==> src/rtl/irq_timer_port.sv <==
// Bus-mapped interrupt timer: 16-bit prescaled down-counter driving irq, a
// software-triggered nmi pulse, and a wait-state FSM that paces every access.
module irq_timer_port #(
    parameter int PRESCALE    = 16,
    parameter int WAIT_STATES = 1,
    parameter int NMI_WIDTH   = 4
) (
    input  logic       clk,
    input  logic       reset,
    input  logic       cs,
    input  logic [2:0] addr,
    input  logic       write,
    input  logic [7:0] data_i,
    output logic [7:0] data_o,
    output logic       ready,
    output logic       irq,
    output logic       nmi,
    output logic [1:0] fsm_state
);
    localparam int PW = (PRESCALE > 1) ? $clog2(PRESCALE) : 1;
    localparam int NW = $clog2(NMI_WIDTH + 1);
    localparam logic [PW-1:0] PRE_LAST = PW'(PRESCALE - 1);
    localparam logic [NW-1:0] NMI_LOAD = NW'(NMI_WIDTH);
    localparam logic [3:0]    WS_LOAD  = 4'((WAIT_STATES > 0) ? WAIT_STATES - 1 : 0);

    typedef enum logic [1:0] {
        S_IDLE = 2'd0,
        S_WAIT = 2'd1,
        S_DONE = 2'd2
    } ws_state_t;

    ws_state_t     state, state_nxt;
    logic [3:0]    ws_cnt, ws_cnt_nxt;

    logic          tmr_en, irq_en, oneshot, pending;
    logic [15:0]   reload, counter;
    logic [PW-1:0] prescaler;
    logic [7:0]    cnt_hi_snap;
    logic [NW-1:0] nmi_cnt;

    logic commit, wr, wr_ctrl, wr_status, wr_rld_lo, wr_rld_hi;
    logic snap, tick, underflow, clr_pending;

    // Handshake: an access completes in any cycle where cs & ready; ready is
    // held high whenever cs is low or the block is in reset (reset is active-low).
    always_ff @(posedge clk or negedge reset) begin
        if (!reset) begin
            state  <= S_IDLE;
            ws_cnt <= 4'd0;
        end else begin
            state  <= state_nxt;
            ws_cnt <= ws_cnt_nxt;
        end
    end

    always_comb begin
        state_nxt  = state;
        ws_cnt_nxt = ws_cnt;
        ready      = 1'b1;
        case (state)
            S_IDLE: begin
                if (cs && (WAIT_STATES > 0)) begin
                    ready      = 1'b0;
                    ws_cnt_nxt = WS_LOAD;
                    state_nxt  = (WS_LOAD == 4'd0) ? S_DONE : S_WAIT;
                end
            end
            S_WAIT: begin
                if (!cs) begin
                    state_nxt = S_IDLE;
                end else begin
                    ready      = 1'b0;
                    ws_cnt_nxt = ws_cnt - 4'd1;
                    if (ws_cnt == 4'd1) state_nxt = S_DONE;
                end
            end
            S_DONE:  state_nxt = S_IDLE;
            default: state_nxt = S_IDLE;
        endcase
        if (!reset) ready = 1'b1;
    end

    assign fsm_state   = state;

    assign commit      = cs & ready;
    assign wr          = commit & write;
    assign wr_ctrl     = wr & (addr == 3'd0);
    assign wr_status   = wr & (addr == 3'd1);
    assign wr_rld_lo   = wr & (addr == 3'd2);
    assign wr_rld_hi   = wr & (addr == 3'd3);
    assign snap        = commit & ~write & (addr == 3'd4);
    assign tick        = tmr_en & (prescaler == PRE_LAST);
    assign clr_pending = wr_status & data_i[0];
    // A RELOAD_HI write on the tick edge replaces the underflow entirely.
    assign underflow   = tick & (counter == 16'd0) & ~wr_rld_hi;

    always_ff @(posedge clk or negedge reset) begin
        if (!reset) begin
            tmr_en      <= 1'b0;
            irq_en      <= 1'b0;
            oneshot     <= 1'b0;
            pending     <= 1'b0;
            reload      <= 16'hFFFF;
            counter     <= 16'hFFFF;
            prescaler   <= '0;
            cnt_hi_snap <= 8'h00;
            nmi_cnt     <= '0;
        end else begin
            if (wr_ctrl) begin
                tmr_en  <= data_i[0];
                irq_en  <= data_i[1];
                oneshot <= data_i[2];
            end else if (underflow && oneshot) begin
                tmr_en  <= 1'b0;
            end

            pending <= underflow | (pending & ~clr_pending);

            if (wr_rld_lo) reload[7:0]  <= data_i;
            if (wr_rld_hi) reload[15:8] <= data_i;

            if (wr_rld_hi)
                counter <= {data_i, reload[7:0]};
            else if (tick)
                counter <= (counter == 16'd0) ? reload : counter - 16'd1;

            if (wr_rld_hi || !tmr_en || tick)
                prescaler <= '0;
            else
                prescaler <= prescaler + PW'(1);

            if (snap) cnt_hi_snap <= counter[15:8];

            if (wr_ctrl && data_i[7])
                nmi_cnt <= NMI_LOAD;
            else if (nmi_cnt != '0)
                nmi_cnt <= nmi_cnt - NW'(1);
        end
    end

    assign irq = pending & irq_en;
    assign nmi = (nmi_cnt != '0);

    always_comb begin
        data_o = 8'h00;
        if (cs) begin
            case (addr)
                3'd0:    data_o = {5'b0, oneshot, irq_en, tmr_en};
                3'd1:    data_o = {6'b0, nmi, pending};
                3'd2:    data_o = reload[7:0];
                3'd3:    data_o = reload[15:8];
                3'd4:    data_o = counter[7:0];
                3'd5:    data_o = cnt_hi_snap;
                default: data_o = 8'h00;
            endcase
        end
    end

endmodule

==> config.mk <==
export PLATFORM = sky130hd
export DESIGN_NAME = irq_timer_port
export DESIGN_NICKNAME = d
export VERILOG_FILES = /design/src/rtl/irq_timer_port.sv
export SDC_FILE = /design/constraint.sdc
export NUM_CORES = 1
export LEC_CHECK = 0
export ABC_AREA = 0
export BUFFER_PORTS_ARGS = -buffer_cell sky130_fd_sc_hd__buf_2
export CAP_MARGIN = 20
export CORE_ASPECT_RATIO = 1.2
export CORE_UTILIZATION = 55
export DETAILED_ROUTE_END_ITERATION = 8
export HOLD_SLACK_MARGIN = 0.05
export PLACE_DENSITY_LB_ADDON = 0.3
export SYNTH_ARGS = -nofsm -noshare
export SYNTH_HDL_FRONTEND = slang
export SYNTH_SLANG_ARGS = --single-unit
==> constraint.sdc <==
create_clock -name clk -period 2.4 [get_ports clk]
set_input_delay 0.36 -clock clk [delete_from_list [all_inputs] [get_ports clk]]
set_output_delay 0.36 -clock clk [all_outputs]
set_load 0.03 [all_outputs]
---- Yosys cells after proc, flatten, opt, wreduce, memory -nomap -nowiden ----
Index checks and enable logic that the tools add are counted.
W data, S select, Z words.
storage, ports and cells
  register bits after elaboration ......... 57
  input port bits ......................... 15
  logic and storage cells ................. 81
operators by class
  $add $sub $neg .......................... 4
  equal/unequal tests ..................... 11
  multiplexer cells ....................... 20
  bitwise logic cells ..................... 18
  reduce and logical (&&, ||, !) cells .... 16
operators with widths
  cell                     count
  $mux W16                 3
  $pmux W8 S6              1
  $logic_not A16 Y1        1
  $sub A16 B1 Y16 const B  1
  $and A1 B1 Y1            14
  $mux W4                  3
  $mux W8                  1
  $pmux W4 S2              1
  $reduce_bool A2 Y1       4
  $eq A3 B2 Y1 const B     2
  $eq A3 B3 Y1 const B     2
  $mux W2                  3
  $mux W3                  2
  $mux W1                  5
  $add A4 B1 Y4 const B    1
  $eq A4 B1 Y1 const B     1
  $eq A4 B4 Y1 const B     1
  $ne A2 B2 Y1 const B     2
  $pmux W2 S2              1
  $sub A4 B1 Y4 const B    1
  $eq A3 B1 Y1 const B     1
  $logic_not A3 Y1         1
  $ne A3 B3 Y1 const B     1
  $not A1 Y1               3
  11 further kinds         13

---- Logic depth before layout (Yosys ltp) ----
Gate-level depths: netlist of run 1.
  word-level depth ........................ 12
  mapped depth ............................ 8
  depth with buffers taken out ............ 7

---- Worst setup path before layout of run 1 ----
OpenSTA, ideal clock, no wires.
  path type ............................... register -> output
  start point ............................. reg nmi_cnt[0]
  end point ............................... out data_o[1]
  arrival ................................. 1.747 ns
  data required time ...................... 2.040 ns
  path slack .............................. 0.293 ns
  stages on the path, launching flop included .. 8
  path buffers ............................ 0
  cell sequence ........................... dfrtp_1 inv_1 ha_1 nand2b_1 mux4_2 inv_1 o22ai_1 and2_1
between the ends
  word-level cells in the longest chain between the ends .. 3
RTL lines
  what                    line  text
  start, declared         39    logic [NW-1:0] nmi_cnt;
  start signal, assigned  137   nmi_cnt <= nmi_cnt - NW'(1);
  $reduce_bool A3 Y1      142   assign nmi = (nmi_cnt != '0);
  named net nmi           17    output logic nmi,
  $pmux W8 S6             147   case (addr)
  $mux W8                 146   if (cs) begin
  end, declared           14    output logic [7:0] data_o,
The timed path passes the listed nets, and every way through them passes these cells.

---- Worst setup path after layout of run 1 ----
  start point ............................. reg nmi_cnt[1]
  end point ............................... out data_o[1]
between the ends
  word-level cells in the longest chain between the ends .. 3
RTL lines
  what                line
  $reduce_bool A3 Y1  142
  $pmux W8 S6         147
  $mux W8             146
Every way passes these cells.

==> results.yml, run 1 <==
outcome:
  status: "complete, no violations"
synth:
  synthFlopType: "dfstp_2"
  synth.net_count: 343
  yosysMostFrequentCell: "nand2_1"
  yosys_register_bits: 52
  synthArstFlopShare: 1.00
  synthTopCellsByCount: "nand2_1, dfstp_2, dfrtp_1, nor2_1, a21oi_1"
  synthCells: 323
  synth_cell_type_count: 64
  yosysWarningCount: 0
  synth_edf_count: 0
  postSynthAreaPerCell_um2: 9.85
  ys_seq_area_frac: 0.421
  yosys.area.top_type: "dfstp_2"
  syn-cell-area_um2: 3180
  synth_area_leaders: "dfstp_2, dfrtp_1, nand2_1"
  synth_top_area_share: 0.264
placement:
  dp_cells: 409
  dpl_cell_area_um2: 3390
  io_buffers: 26
  routabilityCongestion: 1.01
  place_hpwl_um: 5730
setup_path:
  crit_fanout: 5
  cp-end-kind: "output port"
  reg2reg_depth: 7
  cp.required_ns: 2.04
  critical_path_class: "reg2out"
  start_kind: "register"
  critPathArrivalTime_ns: 1.99
  ff2ff_setup_slack_ns: 0.23
cells_and_area:
  area_delta_synth_final_pct: 10.4
  drive_above_1_share: 0.297
  final_cell_count_no_fill: 417
  final_area_um2: 3510
  diodes: 0
  utilization: 0.624
  fin_nets: 372
clocking:
  clk_pin_slew_ns: 0.09
  ctsHoldBuffers: 0
  clockRootBuffer: "clkbuf_8"
  numCtsBuffers: 5
  post_cts_buffers: 0
  clock-sinks: 52
  cts_buffer_depth: 2
  worstSkewPairLatency_ns: 0.30
  tritoncts: "built"
  htree_levels: 2
global_routing:
  grt_max_degree: 55
  antenna_found_initial: 0
  grt_pass1_vias: 2538
  grt_pass1_wl_um: 13300
  track_usage: 0.286
  overflow: 0
drt:
  wl_per_cell_um: 19.3
  drt_iter0_drc: 251
  dr.pass1.iters: 5
  drcViolationCount: 0
  routed-via-count: 2698
  via_per_inst: 6.47
  routed_wl_um: 8040
  ant_nets: 0
pwr:
  p_leak_nw: 1.48
  peakVddDrop_v: 0.000496
  powerDensity_nw_per_um2: 795
sta:
  period_share: 0.980
  clock_skew_ns: 0.00778
  setup_viol_count_final: 0
  hold_viol: 0
  max_freq_ghz: 0.425
  period_needed_ns: 2.35
  tightest_slew_ns: 0.780
  slew-limit-headroom: 0.480
  maxSlewViolCount: 0
die:
  num_rows: 30
  start_util: 0.565
  chipWidth_um: 71.4
  io-pin-count: 28
  design.core.area_um2: 5630
  die-area_um2: 6100
  die_height_um: 85.3
min_path:
  hold_class: "in2async"
run:
  maxCapViolCount: 0
-- final timing paths --
| kind | from | endpoint |
|---|---|---|
| worst max-delay path | nmi_cnt[1] | data_o[1] |
| worst min-delay path | reset | tmr_en |
| worst max register to register | counter[0] | counter[2] |
| worst min register to register | prescaler[0] | prescaler[0] |
| max in group asynchronous | reset | cnt_hi_snap[5] |
| min in group clk | data_i[3] | reload[11] |
-- per-layer routing --
layer  part of all wire  up-vias  GRT usage  routed length [µm]
li1                   -     1253          -                   -
met1               0.45     1336      0.393                3580
met2               0.48       91      0.456                3820
met3              0.048       18     0.0404                 384
met4              0.032        0      0.113                 255
met5                  0        -          0                   0
-- cells by family (layout without fill, tap and decap cells) --
kind of cell | Yosys count | in the layout | synth area share
other cells | 1 | 1 | 0.00118
fa+ha+maj | 5 | 5 | 0.0197
flops | 52 | 52 | 0.421
buf+inv | 28 | 58 | 0.0460
mux | 31 | 31 | 0.108
compound gates | 77 | 77 | 0.169
simple gates | 126 | 126 | 0.227
xor+xnor | 3 | 3 | 0.00826
-- registers in the layout, summed over array words and instances, names as in the netlist --
signal	cells
nmi_cnt	3
irq_en	1
fsm_state	1
oneshot	1
pending	1
reload	16
cnt_hi_snap	8
tmr_en	1
prescaler	4
counter	16
-- layout make-up --
| cell class | instances | area (µm²) |
|---|---|---|
| inverter | 11 | 41.3 |
| clock buffer | 6 | 72.6 |
| fill | 489 | 2120 |
| clock inverter | 2 | 35.0 |
| sequential | 52 | 1340 |
| timing repair buffer | 39 | 228 |
| multi-input combinational | 243 | 1720 |
| tap | 64 | 80.1 |
-- stage by stage --
stage / setup slack [ns] / total power, mW / hold slack [ns] / TNS [ns]
2_1_floorplan: 0.293 / 1.93 / 0.0644 / 0
3_3_place_gp: 0.167 / 2.13 / 0.450 / 0
3_5_place_dp: 0.155 / 2.16 / 0.459 / 0
4_1_cts: 0.0100 / 2.77 / 0.222 / 0
5_1_grt: -0.0000158 / 2.96 / 0.249 / -0.0000158
6_report: 0.0474 / 2.79 / 0.193 / 0
-- report_power, final --
group	leakage, nW	internal, mW	switching, mW	total (mW)
clock	0.0552	0.310	0.279	0.589
sequential	0.594	1.17	0.262	1.43
combinational	0.833	0.358	0.420	0.778
total	1.48	1.83	0.960	2.79
-- layout by cell type, fill, tap and decap left out, drive strengths merged, types with 4 or more instances in the layout --
cell,count
nand2,44
buf,39
dfstp,32
nor2,21
dfrtp,20
a21oi,16
mux2,16
mux2i,14
o21ai,14
and2,11
inv,11
nand3,10
o22ai,7
nor3,7
nor4,7
nand4,6
clkbuf,6
a31oi,5
o22a,5
ha,5
o211ai,4
or4,4
-- worst max-delay path, stage by stage (launching register included) --
cell and delay [ns]:
dfrtp_1 0.42, inv_2 0.09, ha_4 0.15, nand2b_4 0.08, mux4_2 0.47, inv_1 0.08, o22ai_1 0.07, and2_1 0.16
buf_2 0.17
-- timing repair --
action / in CTS / in global routing
gates cloned: 0 / 0
pin swaps: 0 / 1
resized for setup: 2 / 3
endpoints found under the setup margin: 1 / 1
Note: power is estimated with default switching activity, not from simulation.
==> inputs of run 2 (changes only) <==
==> constraint.sdc (replaced) <==
create_clock -name clk -period 2.4 [get_ports clk]
set_input_delay 0 -clock clk [delete_from_list [all_inputs] [get_ports clk]]
set_output_delay 0 -clock clk [all_outputs]
set_load 0.03 [all_outputs]
==> run 2 against run 1 <==
  * Die area unchanged
  * Critical endpoint is now counter[7]
  * Combinational power decreased by 3.9%
  * Fmax increased by 9.9%
  * Core utilization increased by 1.3 points
  * Sequential share of layout area decreased by 0.79 points
  * Largest cell class unchanged
  * Worst setup slack improved by 0.21 ns
  * Clock skew decreased by 0.0043 ns
  * Critical path depth decreased by 1
  * Flip-flop and latch count unchanged
  * Critical path type is now reg2reg
==> results.yml, run 2 (synthesis gave the netlist of run 1 again) <==
outcome:
  status: "complete, no violations"
die:
  die-area_um2: 6100
  die_height_um: 85.3
  start_util: 0.565
  num_rows: 30
  design.core.area_um2: 5630
  io-pin-count: 28
  chipWidth_um: 71.4
setup_path:
  r2r-end: "counter[7]"
  slowest_delay_ns: 0.41
  start_kind: "register"
  critPathTopFamily: "simple AND/OR/NAND/NOR gates"
  reg2reg_depth: 7
  ff2ff_setup_slack_ns: 0.26
  crit_fanout: 11
  cp.buffers_inverters: 1
  critPathArrivalTime_ns: 2.39
  crit_cells: 7
  crit_slowest_cell: "dfstp_2"
  cp-end-kind: "register"
  cp.required_ns: 2.65
  crit_end: "counter[7]"
  critical_path_class: "reg2reg"
  timing.rr.start: "counter[0]"
  crit_chain: "inv_1, ha_1, nor3b_1, nand4_4, and2_1, a41oi_1, o22a_1"
  cp-startpoint: "counter[0]"
drt:
  routed-via-count: 2702
  wl_per_cell_um: 18.9
  via_per_inst: 6.37
  dr.pass1.iters: 5
  drcViolationCount: 0
  ant_nets: 0
  drt_iter0_drc: 264
  routed_wl_um: 8000
sta:
  hold_viol: 0
  period_share: 0.892
  setup_viol_count_final: 0
  max_freq_ghz: 0.467
  clock_skew_ns: 0.00350
  final.setup.tns_ns: 0
  maxSlewViolCount: 0
  tightest_slew_ns: 0.881
  rsz0062_at_grt: "no"
  period_needed_ns: 2.14
  slew-limit-headroom: 0.408
pwr:
  peakVddDrop_v: 0.000484
  powerDensity_nw_per_um2: 785
  p_leak_nw: 1.52
cells_and_area:
  register_area_um2: 1340
  top_regs: "counter: 16 flops, reload: 16 flops, cnt_hi_snap: 8 flops"
  area_delta_synth_final_pct: 12.7
  final_common_cell: "nand2_1"
  drive_above_1_share: 0.278
  utilization: 0.637
  fin_nets: 379
  diodes: 0
  multi_input_area_um2: 1700
  fillCellCount: 471
  mostFrequentLayoutCells: "nand2_1, dfstp_2, buf_2"
placement:
  place_hpwl_um: 5690
  io_buffers: 26
  routabilityCongestion: 0.967
clocking:
  tritoncts: "built"
  clockRootBuffer: "clkbuf_8"
  numCtsBuffers: 5
  clock-sinks: 52
  ctsResizeCount: 0
  worstSkewPairLatency_ns: 0.31
  clk_pin_slew_ns: 0.09
  htree_levels: 2
  post_cts_buffers: 0
  cts_buffer_depth: 2
global_routing:
  track_usage: 0.281
  overflow: 0
  antenna_found_initial: 0
  grt_max_degree: 55
  grt_pass1_wl_um: 13100
  grt_pass1_vias: 2540
min_path:
  hold_class: "in2reg"
run:
  maxCapViolCount: 0
==> run 2: cell types whose count changed in the layout (fill, tap and decap cells not counted), moves of 2 or more <==
cell | before | now
inv_1 | 8 | 10
dlygate4sd3_1 | 0 | 9
clkbuf_8 | 5 | 7
buf_4 | 13 | 11
inv_2 | 3 | 1
==> run 2: worst min path at each step <==
stage	startpoint	endpoint	slack, ns	cells after the start
after global routing	cs	fsm_state[1]	0.08	2
after floorplan	reset	cnt_hi_snap[0]	-0.30	0
after detailed placement	reset	fsm_state[1]	0.19	2
after CTS	cs	fsm_state[1]	0.05	2
final	cs	fsm_state[1]	0.06	2
after global placement	reset	tmr_en	0.18	2
==> run 2: area by class of cell <==
| cell class | instances | area share |
|---|---|---|
| repair buffers | 46 | 0.0844 |
| clock buffers | 7 | 0.0269 |
| inverters | 11 | 0.0115 |
| flip-flops and latches | 52 | 0.374 |
| well taps | 64 | 0.0223 |
| clock inverters | 1 | 0.00837 |
| multi-input cells | 243 | 0.473 |
==> run 2: repair_timing <==
item	CTS	global route
hold buffers	9	0
hold endpoints to repair	50	0
setup endpoints to repair	0	0
==> run 2: routing by layer <==
metal / vias to the layer above / GRT usage / wire [µm]
met2: 105 / 0.478 / 3980
met1: 1324 / 0.374 / 3470
met3: 13 / 0.0321 / 434
li1: 1260 / - / -
met4: 0 / 0.0873 / 121
met5: - / 0 / 0
==> run 2: stage by stage <==
stage	setup WS [ns]	instances	cell area [µm²]	total power, mW	hold WS, ns
after floorplan	0.542	323	3180	1.93	-0.296
final	0.260	424	3590	2.82	0.0592
after detailed placement	0.325	407	3370	2.15	0.188
after global routing	0.0729	424	3590	2.96	0.0785
after global placement	0.357	407	3370	2.13	0.182
after CTS	0.285	424	3590	2.82	0.0535
==> run 2: worst reg2reg max path, delay by kind of cell (launching register included) <==
kind / cells / cell delay, ns
compound gates: 2 / 0.40
fa+ha+maj: 1 / 0.17
simple gates: 3 / 1.00
buf+inv: 1 / 0.10
flops: 1 / 0.41
==> run 2: power breakdown <==
part	total, mW	switching (mW)	internal [mW]
combinational	0.748	0.405	0.342
clock	0.658	0.290	0.368
sequential	1.41	0.244	1.17
total	2.82	0.939	1.88
==> inputs of run 3 (changes only) <==
==> constraint.sdc (replaced) <==
create_clock -name clk -period 2.4 [get_ports clk]
set_input_delay 0.12 -clock clk [delete_from_list [all_inputs] [get_ports clk]]
set_output_delay 0.12 -clock clk [all_outputs]
set_load 0.03 [all_outputs]
==> run 3 against run 2 <==
  * Core utilization fell by 0.33 points
  * Via count rose by 0.89%
  * Combinational power rose by 0.5%
  * Final cell count rose by 0.47%
  * Fmax fell by 3.6%
  * Hold slack improved by 0.12 ns
  * Non-clock buffer count rose by 2
  * Final area fell by 0.52%
  * Flip-flop and latch count did not move
  * Critical path depth rose by 1
  * Sequential power barely moved
  * Largest power group unchanged
  * Highest routed layer unchanged
==> results.yml, run 3 (synthesis gave the netlist of run 1 again) <==
drt:
  ant_nets: 0
  drcViolationCount: 0
  via_per_inst: 6.40
  dr.pass1.iters: 5
  routed-via-count: 2726
  routed_wl_um: 8320
  wl_per_cell_um: 19.5
  drt_iter0_drc: 295
global_routing:
  grt_max_degree: 55
  overflow: 0
  antenna_found_initial: 0
  grt_pass1_vias: 2648
  track_usage: 0.294
  grt_pass1_wl_um: 13700
cells_and_area:
  area_delta_synth_final_pct: 12.1
  utilization: 0.634
  fin_nets: 381
  multi_input_area_um2: 1700
  diodes: 0
  mostFrequentLayoutCells: "nand2_1, dfstp_2, buf_2"
  final_common_cell: "nand2_1"
  register_area_um2: 1340
  fillCellCount: 492
  drive_above_1_share: 0.282
  top_regs: "counter: 16 flops, reload: 16 flops, cnt_hi_snap: 8 flops"
min_path:
  hold_path.startpoint: "cs"
  hold_path_end: "fsm_state[1]"
  hold_class: "in2reg"
  min_path_cells: 2
pwr:
  swShare: 0.363
  totalPowerFinal_mw: 2.69
  power_frac_comb: 0.279
  p_seq_frac: 0.527
  p_leak_nw: 1.50
  powerDensity_nw_per_um2: 754
  internal_power_mw: 1.71
  peakVddDrop_v: 0.000466
  switching_power_mw: 0.978
  power_frac_clock: 0.194
run:
  maxCapViolCount: 0
setup_path:
  crit_slowest_cell: "mux4_2"
  timing.rr.start: "counter[0]"
  r2r-end: "counter[7]"
  ff2ff_setup_slack_ns: 0.23
  critPathArrivalTime_ns: 2.10
  crit_chain: "inv_1, ha_1, nand2b_1, mux4_2, inv_1, o22ai_1, and2_1, buf_2"
  crit_path_frequent_cell: "inv_1"
  slowest_delay_ns: 0.50
  cp.required_ns: 2.28
  reg2reg_depth: 7
  start_kind: "register"
  critical_path_class: "reg2out"
  crit_fanout: 5
  cp-end-kind: "output port"
sta:
  period_needed_ns: 2.22
  tightest_slew_ns: 0.672
  clock_skew_ns: 0.00987
  slew-limit-headroom: 0.552
  maxSlewViolCount: 0
  whs_ns: 0.177
  period_share: 0.925
  max_freq_ghz: 0.451
  setup_viol_count_final: 0
  hold_viol: 0
  setup_ws_ns: 0.181
  rsz0062_at_grt: "no"
  final.setup.tns_ns: 0
die:
  start_util: 0.565
  chipWidth_um: 71.4
  die_height_um: 85.3
  num_rows: 30
  design.core.area_um2: 5630
  io-pin-count: 28
  die-area_um2: 6100
placement:
  routabilityCongestion: 0.932
  place_hpwl_um: 5940
  io_buffers: 26
  place_ws_ns: 0.300
clocking:
  numCtsBuffers: 5
  tritoncts: "built"
  htree_levels: 2
  worstSkewPairLatency_ns: 0.31
  clock-sinks: 52
  clk_pin_slew_ns: 0.10
  clockRootBuffer: "clkbuf_8"
  cts_buffer_depth: 2
outcome:
  status: "complete, no violations"
-- run 3: worst max path at each step --
stage | start | end | slack (ns) | cells past startpoint
2_1_floorplan | nmi_cnt[0] | data_o[1] | 0.53 | 7
3_3_place_gp | counter[0] | counter[7] | 0.34 | 7
3_5_place_dp | counter[0] | counter[7] | 0.30 | 7
4_1_cts | nmi_cnt[0] | data_o[1] | 0.18 | 8
5_1_grt | counter[0] | counter[7] | 0.04 | 7
6_report | nmi_cnt[0] | data_o[1] | 0.18 | 8
-- run 3: cell type report --
cell class,instances,area share
multi-input combinational,243,0.475
sequential,52,0.376
timing repair buffer,48,0.0891
tap,64,0.0224
clock buffer,5,0.0193
inverter,11,0.0116
clock inverter,3,0.00666
-- run 3: metal layers --
layer / GRT usage / vias to the layer above / wire length, µm
met1: 0.400 / 1333 / 3640
met3: 0.0463 / 21 / 482
met2: 0.457 / 108 / 3970
li1: - / 1264 / -
met5: 0 / - / 0
met4: 0.136 / 0 / 235
-- run 3: power by group through the flow --
stage | clock network [mW] | registers, mW | logic (mW)
5_1_grt | 0.566 | 1.45 | 0.837
3_3_place_gp | 0 | 1.43 | 0.714
4_1_cts | 0.532 | 1.41 | 0.751
2_1_floorplan | 0 | 1.32 | 0.606
3_5_place_dp | 0 | 1.43 | 0.736
6_report | 0.521 | 1.42 | 0.752
-- run 3: stage by stage --
| step | cells | cell area (µm²) |
|---|---|---|
| final | 426 | 3570 |
| after global placement | 409 | 3390 |
| after detailed placement | 409 | 3390 |
| after floorplan | 323 | 3180 |
| after global routing | 426 | 3570 |
| after CTS | 425 | 3560 |
-- run 3: what timing repair did --
item | 4_1_cts | 5_1_grt
gates resized for setup | 0 | 0
setup buffers | 0 | 0
hold buffers | 8 | 1
hold endpoints to repair | 30 | 1
-- run 3: critical path: cells and delay by family (launching register included) --
family / cells / cell delay [ns]
simple gates: 2 / 0.32
mux: 1 / 0.50
buf+inv: 3 / 0.32
flops: 1 / 0.40
compound gates: 1 / 0.07
fa+ha+maj: 1 / 0.17
